`config.mk`:
```
export PLATFORM = sky130hd
export DESIGN_NAME = axi_lite_if_reg_bridge_flat
export DESIGN_NICKNAME = d
export VERILOG_FILES = /design/src/rtl/axi_lite_pkg.sv /design/src/rtl/axi_lite_if.sv /design/src/rtl/axil_access_timer.sv /design/src/rtl/axi_lite_if_reg_bridge.sv /design/src/flat_wrapper.sv
export SDC_FILE = /design/constraint.sdc
export NUM_CORES = 1
export LEC_CHECK = 0
export ABC_CLOCK_PERIOD_IN_PS = 5600
export BUFFER_PORTS_ARGS = -buffer_cell sky130_fd_sc_hd__buf_2
export CORE_ASPECT_RATIO = 2
export CORE_UTILIZATION = 30
export DETAILED_ROUTE_END_ITERATION = 10
export HOLD_SLACK_MARGIN = 0.12
export PLACE_DENSITY = 0.63
export SYNTH_ARGS = -nofsm -noshare
export SYNTH_HDL_FRONTEND = slang
export SYNTH_SLANG_ARGS = --single-unit
```
`constraint.sdc`:
```
create_clock -name axil_aclk -period 5.6 [get_ports axil_aclk]
set_input_delay 1.12 -clock axil_aclk [delete_from_list [all_inputs] [get_ports axil_aclk]]
set_output_delay 1.12 -clock axil_aclk [all_outputs]
set_load 0.03 [all_outputs]
```
`src/rtl/axi_lite_pkg.sv`:
```
// Shared AXI4-Lite response codes, bridge FSM states and the register-window helper.
package axi_lite_pkg;

  localparam logic [1:0] RESP_OKAY   = 2'b00;
  localparam logic [1:0] RESP_SLVERR = 2'b10;
  localparam logic [1:0] RESP_DECERR = 2'b11;

  typedef enum logic [2:0] {
    IDLE,
    WR_ACC,
    WR_RESP,
    RD_ACC,
    RD_RESP
  } bridge_state_t;

  // True when no address bit at or above the register window is set.
  function automatic logic addr_in_window(input logic [31:0] addr, input int unsigned width);
    return (addr >> width) == 32'd0;
  endfunction

endpackage

```
`src/rtl/axi_lite_if.sv`:
```
// AXI4-Lite bus bundle: 32-bit address/data, 2-bit responses, no strobes or protection bits.
interface axi_lite_if;

  logic        aw_valid;
  logic        aw_ready;
  logic [31:0] aw_addr;
  logic        w_valid;
  logic        w_ready;
  logic [31:0] w_data;
  logic        b_valid;
  logic        b_ready;
  logic [1:0]  b_resp;
  logic        ar_valid;
  logic        ar_ready;
  logic [31:0] ar_addr;
  logic        r_valid;
  logic        r_ready;
  logic [31:0] r_data;
  logic [1:0]  r_resp;

  modport master (
    output aw_valid, aw_addr, w_valid, w_data, b_ready, ar_valid, ar_addr, r_ready,
    input  aw_ready, w_ready, b_valid, b_resp, ar_ready, r_valid, r_data, r_resp
  );

  modport slave (
    input  aw_valid, aw_addr, w_valid, w_data, b_ready, ar_valid, ar_addr, r_ready,
    output aw_ready, w_ready, b_valid, b_resp, ar_ready, r_valid, r_data, r_resp
  );

endinterface

```
`src/rtl/axil_access_timer.sv`:
```
// Register-access watchdog: loads on the access strobe, stops on ack, flags expiry
// in the last cycle of the TIMEOUT_CYCLES window that starts with the strobe cycle.
module axil_access_timer #(
  parameter int unsigned TIMEOUT_CYCLES = 256
) (
  input  logic clk,
  input  logic rst,
  input  logic load,
  input  logic clear,
  output logic expired
);

  localparam int unsigned CW = $clog2(TIMEOUT_CYCLES) + 1;
  // The strobe cycle itself is the first cycle of the window, hence the -2.
  localparam logic [CW-1:0] LOAD_VAL = CW'(TIMEOUT_CYCLES - 2);

  logic [CW-1:0] count;
  logic          running;

  always_ff @(posedge clk or posedge rst) begin
    if (rst) begin
      count   <= '0;
      running <= 1'b0;
    end else if (clear) begin
      running <= 1'b0;
    end else if (load) begin
      count   <= LOAD_VAL;
      running <= 1'b1;
    end else if (running) begin
      if (count == '0) running <= 1'b0;
      else             count   <= count - 1'b1;
    end
  end

  assign expired = running && (count == '0);

endmodule

```
`src/rtl/axi_lite_if_reg_bridge.sv`:
```
// AXI4-Lite slave to single-word register bus with variable-latency ack.
// Optional access timeout enabled by defining AXIL_REG_TIMEOUT_EN.
module axi_lite_if_reg_bridge
  import axi_lite_pkg::*;
#(
  parameter int unsigned REG_ADDR_WIDTH = 12,
  parameter int unsigned TIMEOUT_CYCLES = 256
) (
  input  logic                      axil_aclk,
  input  logic                      axil_rst,
  axi_lite_if.slave                 s_axil,
  output logic                      reg_wr_en,
  output logic [REG_ADDR_WIDTH-1:0] reg_wr_addr,
  output logic [31:0]               reg_wr_data,
  input  logic                      reg_wr_ack,
  output logic                      reg_rd_en,
  output logic [REG_ADDR_WIDTH-1:0] reg_rd_addr,
  input  logic [31:0]               reg_rd_data,
  input  logic                      reg_rd_ack
);

  if (TIMEOUT_CYCLES < 2) begin : g_timeout_check
    $error("TIMEOUT_CYCLES must be at least 2");
  end

  bridge_state_t state;
  logic          wr_first;
  logic          aw_full, w_full, ar_full;
  logic [31:0]   aw_addr_q, w_data_q, ar_addr_q;
  logic          aw_hs, w_hs, ar_hs, wr_done, rd_done;
  logic          wr_req, rd_req, grant_wr, grant_rd;
  logic [31:0]   aw_addr_cur, w_data_cur, ar_addr_cur;
  logic          timer_expired;

  assign aw_hs   = s_axil.aw_valid && s_axil.aw_ready;
  assign w_hs    = s_axil.w_valid  && s_axil.w_ready;
  assign ar_hs   = s_axil.ar_valid && s_axil.ar_ready;
  assign wr_done = (state == WR_RESP) && s_axil.b_valid && s_axil.b_ready;
  assign rd_done = (state == RD_RESP) && s_axil.r_valid && s_axil.r_ready;

  // A handshake in the current cycle counts as buffered so the strobe follows one cycle later.
  assign aw_addr_cur = aw_full ? aw_addr_q : s_axil.aw_addr;
  assign w_data_cur  = w_full  ? w_data_q  : s_axil.w_data;
  assign ar_addr_cur = ar_full ? ar_addr_q : s_axil.ar_addr;
  assign wr_req      = (aw_full || aw_hs) && (w_full || w_hs);
  assign rd_req      = ar_full || ar_hs;
  assign grant_wr    = wr_req && (wr_first || !rd_req);
  assign grant_rd    = rd_req && !grant_wr;

`ifdef AXIL_REG_TIMEOUT_EN
  logic timer_clear;
  assign timer_clear = ((state == WR_ACC) && reg_wr_ack) || ((state == RD_ACC) && reg_rd_ack);

  axil_access_timer #(
    .TIMEOUT_CYCLES(TIMEOUT_CYCLES)
  ) u_timer (
    .clk     (axil_aclk),
    .rst     (axil_rst),
    .load    (reg_wr_en || reg_rd_en),
    .clear   (timer_clear),
    .expired (timer_expired)
  );
`else
  assign timer_expired = 1'b0;
`endif

  always_ff @(posedge axil_aclk) begin
    if (aw_hs) aw_addr_q <= s_axil.aw_addr;
    if (w_hs)  w_data_q  <= s_axil.w_data;
    if (ar_hs) ar_addr_q <= s_axil.ar_addr;
  end

  // Holding buffers stay occupied until the matching response handshake.
  always_ff @(posedge axil_aclk or posedge axil_rst) begin
    if (axil_rst) begin
      aw_full         <= 1'b0;
      w_full          <= 1'b0;
      ar_full         <= 1'b0;
      s_axil.aw_ready <= 1'b0;
      s_axil.w_ready  <= 1'b0;
      s_axil.ar_ready <= 1'b0;
    end else begin
      aw_full         <= aw_hs || (aw_full && !wr_done);
      w_full          <= w_hs  || (w_full  && !wr_done);
      ar_full         <= ar_hs || (ar_full && !rd_done);
      s_axil.aw_ready <= !(aw_hs || (aw_full && !wr_done));
      s_axil.w_ready  <= !(w_hs  || (w_full  && !wr_done));
      s_axil.ar_ready <= !(ar_hs || (ar_full && !rd_done));
    end
  end

  always_ff @(posedge axil_aclk or posedge axil_rst) begin
    if (axil_rst) begin
      state          <= IDLE;
      wr_first       <= 1'b1;
      reg_wr_en      <= 1'b0;
      reg_wr_addr    <= '0;
      reg_wr_data    <= '0;
      reg_rd_en      <= 1'b0;
      reg_rd_addr    <= '0;
      s_axil.b_valid <= 1'b0;
      s_axil.b_resp  <= RESP_OKAY;
      s_axil.r_valid <= 1'b0;
      s_axil.r_resp  <= RESP_OKAY;
      s_axil.r_data  <= '0;
    end else begin
      unique case (state)
        IDLE: begin
          // Priority only flips when both directions contend.
          if (wr_req && rd_req) wr_first <= !wr_first;
          if (grant_wr) begin
            if (addr_in_window(aw_addr_cur, REG_ADDR_WIDTH)) begin
              state       <= WR_ACC;
              reg_wr_en   <= 1'b1;
              reg_wr_addr <= aw_addr_cur[REG_ADDR_WIDTH-1:0];
              reg_wr_data <= w_data_cur;
            end else begin
              state          <= WR_RESP;
              s_axil.b_valid <= 1'b1;
              s_axil.b_resp  <= RESP_DECERR;
            end
          end else if (grant_rd) begin
            if (addr_in_window(ar_addr_cur, REG_ADDR_WIDTH)) begin
              state       <= RD_ACC;
              reg_rd_en   <= 1'b1;
              reg_rd_addr <= ar_addr_cur[REG_ADDR_WIDTH-1:0];
            end else begin
              state          <= RD_RESP;
              s_axil.r_valid <= 1'b1;
              s_axil.r_resp  <= RESP_DECERR;
              s_axil.r_data  <= '0;
            end
          end
        end
        WR_ACC: begin
          reg_wr_en <= 1'b0;
          if (reg_wr_ack) begin
            state          <= WR_RESP;
            s_axil.b_valid <= 1'b1;
            s_axil.b_resp  <= RESP_OKAY;
          end else if (timer_expired) begin
            state          <= WR_RESP;
            s_axil.b_valid <= 1'b1;
            s_axil.b_resp  <= RESP_SLVERR;
          end
        end
        WR_RESP: begin
          if (s_axil.b_ready) begin
            state          <= IDLE;
            s_axil.b_valid <= 1'b0;
          end
        end
        RD_ACC: begin
          reg_rd_en <= 1'b0;
          if (reg_rd_ack) begin
            state          <= RD_RESP;
            s_axil.r_valid <= 1'b1;
            s_axil.r_resp  <= RESP_OKAY;
            s_axil.r_data  <= reg_rd_data;
          end else if (timer_expired) begin
            state          <= RD_RESP;
            s_axil.r_valid <= 1'b1;
            s_axil.r_resp  <= RESP_SLVERR;
            s_axil.r_data  <= '0;
          end
        end
        RD_RESP: begin
          if (s_axil.r_ready) begin
            state          <= IDLE;
            s_axil.r_valid <= 1'b0;
          end
        end
        default: state <= IDLE;
      endcase
    end
  end

endmodule

```
`src/flat_wrapper.sv`:
```
// flat-port wrapper written by rule: the top's interface ports become plain ports
module axi_lite_if_reg_bridge_flat import axi_lite_pkg::*;
#(
  parameter int unsigned REG_ADDR_WIDTH = 12,
  parameter int unsigned TIMEOUT_CYCLES = 256
)
  (axil_aclk, axil_rst, reg_wr_en, reg_wr_addr, reg_wr_data, reg_wr_ack, reg_rd_en, reg_rd_addr, reg_rd_data, reg_rd_ack, s_axil_aw_valid, s_axil_aw_addr, s_axil_w_valid, s_axil_w_data, s_axil_b_ready, s_axil_ar_valid, s_axil_ar_addr, s_axil_r_ready, s_axil_aw_ready, s_axil_w_ready, s_axil_b_valid, s_axil_b_resp, s_axil_ar_ready, s_axil_r_valid, s_axil_r_data, s_axil_r_resp);
  axi_lite_if s_axil_i ();
  input  logic axil_aclk;
  input  logic axil_rst;
  output logic reg_wr_en;
  output logic [REG_ADDR_WIDTH-1:0] reg_wr_addr;
  output logic [31:0] reg_wr_data;
  input  logic reg_wr_ack;
  output logic reg_rd_en;
  output logic [REG_ADDR_WIDTH-1:0] reg_rd_addr;
  input  logic [31:0] reg_rd_data;
  input  logic reg_rd_ack;
  input wire logic [$bits(s_axil_i.aw_valid)-1:0] s_axil_aw_valid;
  input wire logic [$bits(s_axil_i.aw_addr)-1:0] s_axil_aw_addr;
  input wire logic [$bits(s_axil_i.w_valid)-1:0] s_axil_w_valid;
  input wire logic [$bits(s_axil_i.w_data)-1:0] s_axil_w_data;
  input wire logic [$bits(s_axil_i.b_ready)-1:0] s_axil_b_ready;
  input wire logic [$bits(s_axil_i.ar_valid)-1:0] s_axil_ar_valid;
  input wire logic [$bits(s_axil_i.ar_addr)-1:0] s_axil_ar_addr;
  input wire logic [$bits(s_axil_i.r_ready)-1:0] s_axil_r_ready;
  output wire logic [$bits(s_axil_i.aw_ready)-1:0] s_axil_aw_ready;
  output wire logic [$bits(s_axil_i.w_ready)-1:0] s_axil_w_ready;
  output wire logic [$bits(s_axil_i.b_valid)-1:0] s_axil_b_valid;
  output wire logic [$bits(s_axil_i.b_resp)-1:0] s_axil_b_resp;
  output wire logic [$bits(s_axil_i.ar_ready)-1:0] s_axil_ar_ready;
  output wire logic [$bits(s_axil_i.r_valid)-1:0] s_axil_r_valid;
  output wire logic [$bits(s_axil_i.r_data)-1:0] s_axil_r_data;
  output wire logic [$bits(s_axil_i.r_resp)-1:0] s_axil_r_resp;
  assign s_axil_i.aw_valid = s_axil_aw_valid;
  assign s_axil_i.aw_addr = s_axil_aw_addr;
  assign s_axil_i.w_valid = s_axil_w_valid;
  assign s_axil_i.w_data = s_axil_w_data;
  assign s_axil_i.b_ready = s_axil_b_ready;
  assign s_axil_i.ar_valid = s_axil_ar_valid;
  assign s_axil_i.ar_addr = s_axil_ar_addr;
  assign s_axil_i.r_ready = s_axil_r_ready;
  assign s_axil_aw_ready = s_axil_i.aw_ready;
  assign s_axil_w_ready = s_axil_i.w_ready;
  assign s_axil_b_valid = s_axil_i.b_valid;
  assign s_axil_b_resp = s_axil_i.b_resp;
  assign s_axil_ar_ready = s_axil_i.ar_ready;
  assign s_axil_r_valid = s_axil_i.r_valid;
  assign s_axil_r_data = s_axil_i.r_data;
  assign s_axil_r_resp = s_axil_i.r_resp;
  axi_lite_if_reg_bridge #(.REG_ADDR_WIDTH(REG_ADDR_WIDTH), .TIMEOUT_CYCLES(TIMEOUT_CYCLES)) u_core (.axil_aclk(axil_aclk), .axil_rst(axil_rst), .s_axil(s_axil_i), .reg_wr_en(reg_wr_en), .reg_wr_addr(reg_wr_addr), .reg_wr_data(reg_wr_data), .reg_wr_ack(reg_wr_ack), .reg_rd_en(reg_rd_en), .reg_rd_addr(reg_rd_addr), .reg_rd_data(reg_rd_data), .reg_rd_ack(reg_rd_ack));
endmodule
```
=== Word-level counts from Yosys, hierarchy flattened ===
Cells that the tools add are included.

* Flip-flop bits (word level): 202
* Input port bits: 137
* Word-level logic and storage cells: 128

* Equal/unequal tests: 16
* Mux-type cells: 44
* Bitwise gates (word level): 1
* Reduce and logical (&&, ||, !) cells: 46

{| class="wikitable"
|+ Operators with widths
! operator !! number
|-
| $mux W32 || 7
|-
| $logic_not A32 Y1 || 2
|-
| $pmux W32 S2 || 1
|-
| $mux W3 || 7
|-
| $mux W2 || 8
|-
| $pmux W3 S5 || 1
|-
| $reduce_and A5 Y1 || 3
|-
| $logic_and A1 B1 Y1 || 14
|-
| $mux W1 || 14
|-
| $ne A2 B2 Y1 const B || 7
|-
| $reduce_and A4 Y1 || 3
|-
| $logic_not A1 Y1 || 8
|-
| $ne A2 B1 Y1 const B || 4
|-
| $pmux W2 S2 || 2
|-
| $logic_or A1 B1 Y1 || 7
|-
| $eq A3 B2 Y1 const B || 2
|-
| $pmux W1 S3 || 2
|-
| $reduce_and A3 Y1 || 2
|-
| $reduce_and A6 Y1 || 1
|-
| $reduce_bool A3 Y1 || 2
|-
| $pmux W1 S2 || 2
|-
| $reduce_bool A2 Y1 || 2
|-
| $eq A3 B1 Y1 const B || 1
|-
| $eq A3 B3 Y1 const B || 1
|-
| other kinds (4) || 4
|}

=== Longest topological paths before layout ===
Gate-level depths: netlist of run 1.

* Depth in word-level cells: 10
* Mapped depth: 8

=== Worst setup path after synthesis of run 1 ===
Ideal clock, no wire load.

* Path type: input -> register
* Start: input s_axil_aw_valid
* End: register u_core.state[1]
* Library setup time: 0.120 ns
* Data arrival time: 3.215 ns
* Required time: 5.480 ns
* Setup slack: 2.265 ns
* Stages on the path: 6
* Path buffers: 1
* Path through: and2_1 clkbuf_1 o221ai_1 o21ai_0 or4b_1 and3_1

* Cells in the longest elaborated chain, start to end: 8

{| class="wikitable"
|+ Ends and longest elaborated chain
! item !! RTL line !! text
|-
| start: declaration || flat_wrapper.sv:19 || <nowiki>input wire logic [$bits(s_axil_i.aw_valid)-1:0] s_axil_aw_valid;</nowiki>
|-
| $logic_and A1 B1 Y1 (*) || axi_lite_if_reg_bridge.sv:35 || <nowiki>assign aw_hs = s_axil.aw_valid && s_axil.aw_ready;</nowiki>
|-
| net u_core.aw_hs || axi_lite_if_reg_bridge.sv:30 || <nowiki>logic aw_hs, w_hs, ar_hs, wr_done, rd_done;</nowiki>
|-
| $logic_or A1 B1 Y1 (*) || axi_lite_if_reg_bridge.sv:45 || <nowiki>assign wr_req = (aw_full || aw_hs) && (w_full || w_hs);</nowiki>
|-
| $logic_and A1 B1 Y1 (*) || axi_lite_if_reg_bridge.sv:45 ||
|-
| $logic_and A1 B1 Y1 (*) || axi_lite_if_reg_bridge.sv:47 || <nowiki>assign grant_wr = wr_req && (wr_first || !rd_req);</nowiki>
|-
| $logic_not A1 Y1 || axi_lite_if_reg_bridge.sv:48 || <nowiki>assign grant_rd = rd_req && !grant_wr;</nowiki>
|-
| $logic_and A1 B1 Y1 || axi_lite_if_reg_bridge.sv:48 ||
|-
| $ne A3 B1 Y1 (no line) || - ||
|-
| $reduce_and A5 Y1 (no line) || - ||
|-
| end signal: assignment || axi_lite_if_reg_bridge.sv:94 || <nowiki>state <= IDLE;</nowiki>
|-
| end signal: assignment || axi_lite_if_reg_bridge.sv:113 || <nowiki>state <= WR_ACC;</nowiki>
|-
| end signal: assignment || axi_lite_if_reg_bridge.sv:118 || <nowiki>state <= WR_RESP;</nowiki>
|-
| end: declaration || axi_lite_if_reg_bridge.sv:26 || <nowiki>bridge_state_t state;</nowiki>
|}

The timed path passes the listed nets; every way through them passes the cells marked *.
A chain may end at the register's enable or synchronous reset.

=== Final worst setup path of run 1 ===
* Start: input s_axil_ar_addr[13]
* End: register u_core.state[2]

* Cells in the longest elaborated chain, start to end: 6

{| class="wikitable"
|+ Ends and longest elaborated chain
! item !! RTL line !! text
|-
| start: declaration || flat_wrapper.sv:25 || <nowiki>input wire logic [$bits(s_axil_i.ar_addr)-1:0] s_axil_ar_addr;</nowiki>
|-
| $mux W32 || axi_lite_if_reg_bridge.sv:44 || <nowiki>assign ar_addr_cur = ar_full ? ar_addr_q : s_axil.ar_addr;</nowiki>
|-
| $logic_not A32 Y1 || axi_lite_pkg.sv:18 || <nowiki>return (addr >> width) == 32'd0;</nowiki>
|-
| $mux W3 || axi_lite_if_reg_bridge.sv:123 || <nowiki>if (addr_in_window(ar_addr_cur, REG_ADDR_WIDTH)) begin</nowiki>
|-
| $mux W3 || axi_lite_if_reg_bridge.sv:122 || <nowiki>end else if (grant_rd) begin</nowiki>
|-
| $mux W3 || axi_lite_if_reg_bridge.sv:111 || <nowiki>if (grant_wr) begin</nowiki>
|-
| $pmux W3 S5 || axi_lite_if_reg_bridge.sv:107 || <nowiki>unique case (state)</nowiki>
|-
| end signal: assignment || axi_lite_if_reg_bridge.sv:113 ||
|-
| end signal: assignment || axi_lite_if_reg_bridge.sv:124 || <nowiki>state <= RD_ACC;</nowiki>
|-
| end signal: assignment || axi_lite_if_reg_bridge.sv:128 || <nowiki>state <= RD_RESP;</nowiki>
|}

No other way between the ends. The select of a mux whose other input is x is not followed.

==> run summary, run 1 <==
Post-CTS Setup Bufs: 0
die height: 227.4 um
Worst Tran Pin Value: 1062 ps
CTS HTree Levels: 4
Slew Viols, Final: 0
Synth Cell Area: 7620 sq um
Worst-path clk slew: 70 ps
post-synth cell types: 45
Largest stage delay, worst path: 730 ps
R2R cell count: 6
root buf cell: clkbuf_16
drt initial violations: 217
overall routing resource usage: 15.00%
Setup violations, final: 0
status: complete, no violations
vias: 5139
Initial Util: 30.44%
unrepaired setup endpoints after global routing: false
Hold Path End: u_core.reg_wr_addr[5]$_DFFE_PP0P_
layout cells sized above 1: 36.76%
CTS tree: yes
Startpoint Class: input port
syn_nets: 672
CP max stage cell: o22ai_4
storage element area: 5488 sq um
R2R setup slack: 2680 ps
Top delay family on crit path: simple AND/OR/NAND/NOR gates
LEAKAGE: 4.621 nW
Area contributors post-synth: edfxtp_1 (38%), dfrtp_1 (34%), mux2i_1 (7.4%)
TritonCTS Buffers: 17
DR WL/cell: 16.89 um
Yosys warning total: 0
via/cell ratio: 4.588
core area: 25030 sq um
Post-DRT Antenna Nets: 0
die width: 114.7 um
Hold Fails Final Rpt: 0
Critical Path RT: 5870 ps
CP max FO: 33
Critical R2R Capture: u_core.state[2]$_DFFE_PP0P_
Yosys top cell by area: edfxtp_1
sequential fraction of the synthesis area: 72.00%
Fill cells: 2501
gpl congestion: 0.7448
Avg Synthesized Cell Area: 14.24 sq um
clk sinks: 200
vias in the first global route: 5303
async set-reset flop share out of synthesis: 52.00%
most frequent cells after synthesis: dfrtp_1 (103), edfxtp_1 (96), nand2_1 (66)
max_cap viols: 0
DP HPWL: 13530 um
Clock Latency Late Sink: 440 ps
Routed Wire Length: 18920 um
TritonRoute pass-1 iters: 4
fin crit period: 3208 ps
Residual DRC: 0
Slew HR: 29.23%
placed cells: 1082
Post-Route Setup TNS: 0 ps
Min-Delay Startpoint: u_core.reg_wr_addr[5]$_DFFE_PP0P_
CP Capture Type: flop
Layout area overhead: 27.87%
CP bufs+invs: 1
Crit Path Category: input port to flop
area of the multi-input gates: 1964 sq um
Main synth FF type: dfrtp_1
f_max: 311.7 MHz
Final nets: 902
ratio of final minimum period to clock period: 57.29%
Post-Syn Instances: 535
I/O Buffers: 235
# IOs: 236
Post-DP Area: 9130 sq um
EDFF count, synth: 96
skew final: 12.30 ps
initial antenna violation count: 5
Synth top area share: 37.83%
fin area: 9743 sq um
Yosys reg bits: 200
count leader, synth: dfrtp_1
GRT Residual Overflow: 0
hold_buf cts: 0
first-pass GRT wire length: 28550 um
post-CTS resize count: 0
fin util: 38.92%
Site Rows: 82
largest net degree at the start of global routing: 66
peak supply drop: 0.0002300 V
die area: 26080 sq um
PwrDens: 376.2 nW/um^2
Max Buffers Root-to-Sink: 2
Worst Hold Class: flop to flop
WP data arrival: 3480 ps
Finished Layout Cells: 1120
Critical R2R Launch: u_core.ar_full$_DFF_PP0_
crit path cell chain: buf_2 -> or4_1 -> nor4_2 -> nor2_2 -> o22ai_4 -> o21ai_0
hold depth: 2
[cells by family (layout without fill, tap and decap cells)]
logic type      count (synthesis)  count (layout)  share of synthesized area [%]
compound gates                118             118                          10.07
xor+xnor                        1               1                         0.1150
buf+inv                        38             281                          2.397
flops                         200             200                          72.00
mux                            57              57                          7.504
other cells                     0               6                              0
simple gates                  121             121                          7.915
[metal layers]
layer / share of wire, % / track usage, %
met1: 36 / 15.05
met2: 56 / 27.49
met3: 4.1 / 3.994
met4: 3.2 / 8.630
met5: 0 / 0
[worst min-delay path, stage by stage (launching register included)]
cell	delay (ps)
dfrtp_1	340
nand2_1	40
o21ai_0	60
[area by class of cell]
| cell class | instances | share of cell area, % |
|---|---|---|
| Antenna cell | 6 | 0.1541 |
| Clock buffer | 21 | 4.623 |
| Clock inverter | 11 | 1.515 |
| Inverter | 7 | 0.2954 |
| Multi-Input combinational cell | 297 | 20.16 |
| Sequential cell | 200 | 56.32 |
| Tap cell | 336 | 4.315 |
| Timing Repair Buffer | 242 | 12.61 |
[power breakdown]
group	switching, W	internal [W]	total, W
clock network	0.000535	0.000716	0.00125
registers	0.000130	0.00169	0.00182
logic	0.000345	0.000249	0.000593
[flip-flops by register name (all words and copies together), names as in the netlist, 3 cells and up]
signal                flops
u_core.ar_addr_q         32
u_core.aw_addr_q         32
u_core.reg_wr_data       32
u_core.s_axil.r_data     32
u_core.w_data_q          32
u_core.reg_rd_addr       12
u_core.reg_wr_addr       12
u_core.state              3
[worst max-delay path by stage]
stage                             from                           to  slack (ps)  cells past startpoint
finish              s_axil_ar_addr[13]  u_core.state[2]$_DFFE_PP0P_        2390                      6
global route        s_axil_ar_addr[13]  u_core.state[2]$_DFFE_PP0P_        2210                      6
CTS                 s_axil_ar_addr[13]  u_core.state[2]$_DFFE_PP0P_        2370                      6
detailed placement  s_axil_ar_addr[13]  u_core.state[2]$_DFFE_PP0P_        1860                      6
global placement    s_axil_ar_addr[13]  u_core.state[2]$_DFFE_PP0P_        1910                      6
floorplan                     axil_rst     u_core.ar_full$_DFF_PP0_        1750                      1
[layout by cell type (no fill, tap or decap), drive strengths merged, types with 6 or more instances in the layout]
| master | count |
|---|---|
| nor4 | 16 |
| dfrtp | 103 |
| clkinv | 6 |
| nor2 | 12 |
| edfxtp | 96 |
| buf | 242 |
| o21ai | 65 |
| nand2 | 66 |
| a22o | 32 |
| diode | 6 |
| mux2i | 56 |
| clkbuf | 21 |
| inv | 8 |
| a21oi | 8 |
[through the flow]
| step | hold slack, ps | power, W | setup slack [ps] |
|---|---|---|---|
| finish | 471.7 | 0.003665 | 2392 |
| global route | 494.7 | 0.003840 | 2207 |
| CTS | 480.7 | 0.003732 | 2370 |
| detailed placement | 465.0 | 0.002461 | 1859 |
| global placement | 458.8 | 0.002450 | 1907 |
| floorplan | 494.2 | 0.002277 | 1749 |
Power figures use the tool's default switching activity.
==> run 2: changes to the inputs <==
- ABC_AREA: not set -> 1
- ABC_CLOCK_PERIOD_IN_PS: 5600 -> 3000
- PLACE_DENSITY: 0.63 -> 0.62
- clock period: 5.6 -> 3 ns (I/O delays scaled with it)
==> run 2 against run 1 <==
Effect of this change:
- sequential power rose by 87%
- largest cell class unchanged
- clock-buffer cell count is 3 lower
- highest routed layer unchanged
- clock skew fell by 4.7 ps
- largest power group unchanged
- synthesized area up 4.3%
==> run summary, run 2 <==
f_max: 463.1 MHz
Residual DRC: 0
# IOs: 236
GRT Residual Overflow: 0
Yosys top cell by area: edfxtp_1
storage element area: 5488 sq um
max_cap viols: 0
die area: 27170 sq um
overall routing resource usage: 15.73%
fin crit period: 2159 ps
Final nets: 1080
Slew Viols, Final: 0
core area: 25860 sq um
Site Rows: 83
most common cell after layout, fill and taps aside: buf_2
area of the multi-input gates: 2178 sq um
TritonCTS Buffers: 17
die width: 117.1 um
vias: 5777
async set-reset flop share out of synthesis: 52.00%
root buf cell: clkbuf_16
Initial Util: 30.72%
WP data arrival: 2490 ps
R2R setup slack: 840 ps
Clock Latency Late Sink: 450 ps
Max Buffers Root-to-Sink: 2
sequential fraction of the synthesis area: 69.07%
post-synthesis compound-gate area fraction: 3.638%
Max Used Layer: met4
Synth Cell Area: 7944 sq um
most frequent cells after synthesis: nand2_1 (227), dfrtp_1 (103), edfxtp_1 (96)
Worst Tran Pin Value: 655.0 ps
count leader, synth: nand2_1
Startpoint Class: flop
status: complete, no violations
fin area: 10080 sq um
met3 wire length: 788 um
unrepaired setup endpoints after global routing: false
mux contribution to synthesized area: 5.544%
PwrDens: 769.5 nW/um^2
DP HPWL: 14870 um
Yosys warning total: 0
Main synth FF type: dfrtp_1
Fill cells: 2598
Synth Area in Simple Gates: 18.13%
Routed Wire Length: 20450 um
Critical Path RT: 3330 ps
EDFF count, synth: 96
CP Capture Type: flop
Worst-path clk slew: 70 ps
Area contributors post-synth: edfxtp_1 (36%), dfrtp_1 (32%), nand2_1 (11%)
post-CTS resize count: 0
first-pass GRT wire length: 31040 um
LEAKAGE: 5.123 nW
largest net degree at the start of global routing: 105
TritonRoute pass-1 iters: 4
peak supply drop: 0.0003156 V
largest family of logic cells by synthesized area: simple AND/OR/NAND/NOR gates
Post-Route Setup TNS: 0 ps
adder-cell share of the synthesized area: 0%
Crit Path Category: flop to flop
skew final: 7.626 ps
Worst Hold Class: input port to async pin
gpl congestion: 0.7927
Post-DRT Antenna Nets: 0
Layout area overhead: 26.95%
Post-Syn Instances: 710
wire length on met1: 7322 um
via/cell ratio: 4.444
CTS HTree Levels: 4
CP max FO: 15
CTS tree: yes
hold_buf cts: 0
Post-DP Area: 9468 sq um
Slew HR: 56.33%
Hold Fails Final Rpt: 0
layout cells sized above 1: 30.13%
Post-CTS Setup Bufs: 0
DR WL/cell: 15.73 um
post-synthesis xor/xnor area fraction: 0.1103%
ratio of final minimum period to clock period: 71.98%
WL met2: 11400 um
Synth top area share: 36.29%
Setup violations, final: 0
post-synth cell types: 26
drt initial violations: 347
Avg Synthesized Cell Area: 11.19 sq um
clk sinks: 200
vias in the first global route: 5872
most frequent cells in the layout: buf_2 (235), nand2_1 (227), dfrtp_1 (102), edfxtp_1 (96), nand3_1 (59)
R2R cell count: 7
I/O Buffers: 235
syn_nets: 847
die height: 232.1 um
initial antenna violation count: 4
Yosys reg bits: 200
[run 2: cell types whose count changed after synthesis, moves of 4 or more]
cell	previous run	this run
mux2i_1	56	44
o21ai_0	60	46
nor2_1	11	52
nand3_1	2	59
a21oi_1	7	3
clkbuf_1	21	17
a21o_1	4	0
nor3_1	5	0
buf_2	2	7
a22o_1	32	0
nand2_1	66	227
inv_2	0	4
inv_1	7	23
nor4_1	13	0
[run 2: critical path, stage by stage (launching register included)]
cell	delay, ps
dfrtp_1	660
inv_1	120
nand2_1	140
o21ai_0	180
inv_1	350
nand2_1	380
nand2_1	150
nand2_1	60
[run 2: path summary, 6_finish.rpt]
check | startpoint | end
max in group asynchronous | axil_rst | u_core.w_full$_DFF_PP0_
min in group axil_aclk | s_axil_w_data[9] | u_core.w_data_q[9]$_DFFE_PP_
hold reg to reg | u_core.s_axil.r_data[9]$_DFFE_PP0P_ | u_core.s_axil.r_data[9]$_DFFE_PP0P_
setup reg to reg | u_core.ar_full$_DFF_PP0_ | u_core.reg_rd_addr[1]$_DFFE_PP0P_
hold / removal | axil_rst | u_core.reg_wr_addr[3]$_DFFE_PP0P_
setup / recovery | u_core.ar_full$_DFF_PP0_ | u_core.reg_rd_addr[1]$_DFFE_PP0P_
[run 2: layer usage]
| layer | global-route usage [%] | up-vias |
|---|---|---|
| met5 | 0 | - |
| met4 | 10.52 | 0 |
| met3 | 3.524 | 41 |
| met2 | 28.64 | 162 |
| met1 | 15.42 | 2732 |
| li1 | - | 2842 |
[run 2: cell type report]
class / count / share of cell area [%]
diodes: 4 / 0.09926
inverters: 27 / 1.042
multi-input cells: 451 / 21.60
flip-flops and latches: 200 / 54.42
clock buffers: 18 / 4.355
repair buffers: 246 / 12.61
clock inverters: 14 / 1.663
well taps: 340 / 4.218
[run 2: power by group]
part	switching, W	internal [W]	total (W)
combinational	0.00138	0.000587	0.00197
sequential	0.000161	0.00324	0.00340
clock	0.00105	0.00134	0.00239
[run 2: metrics by stage]
step                      power [W]  worst slack [ps]  hold WS [ps]  util (%)  std cells
after floorplan            0.004941              1155         488.3         -        710
after global placement     0.005446             721.5         448.8     36.61       1264
after detailed placement   0.005476             655.8         453.5     36.61       1264
after CTS                  0.007901             770.2         305.3     38.96       1296
after global routing       0.008218             532.3         310.8     39.00       1300
final                      0.007760             840.7         310.3     39.00       1300
[run 2: logic make-up (layout without fill, tap and decap cells)]
| logic type | count (synthesis) | in the layout |
|---|---|---|
| AND/OR/NAND/NOR | 350 | 350 |
| flip-flops | 200 | 200 |
| buffers and inverters | 59 | 305 |
| AO/OA/AOI/OAI | 56 | 56 |
| multiplexers | 44 | 44 |
| XOR/XNOR | 1 | 1 |
| other | 0 | 4 |
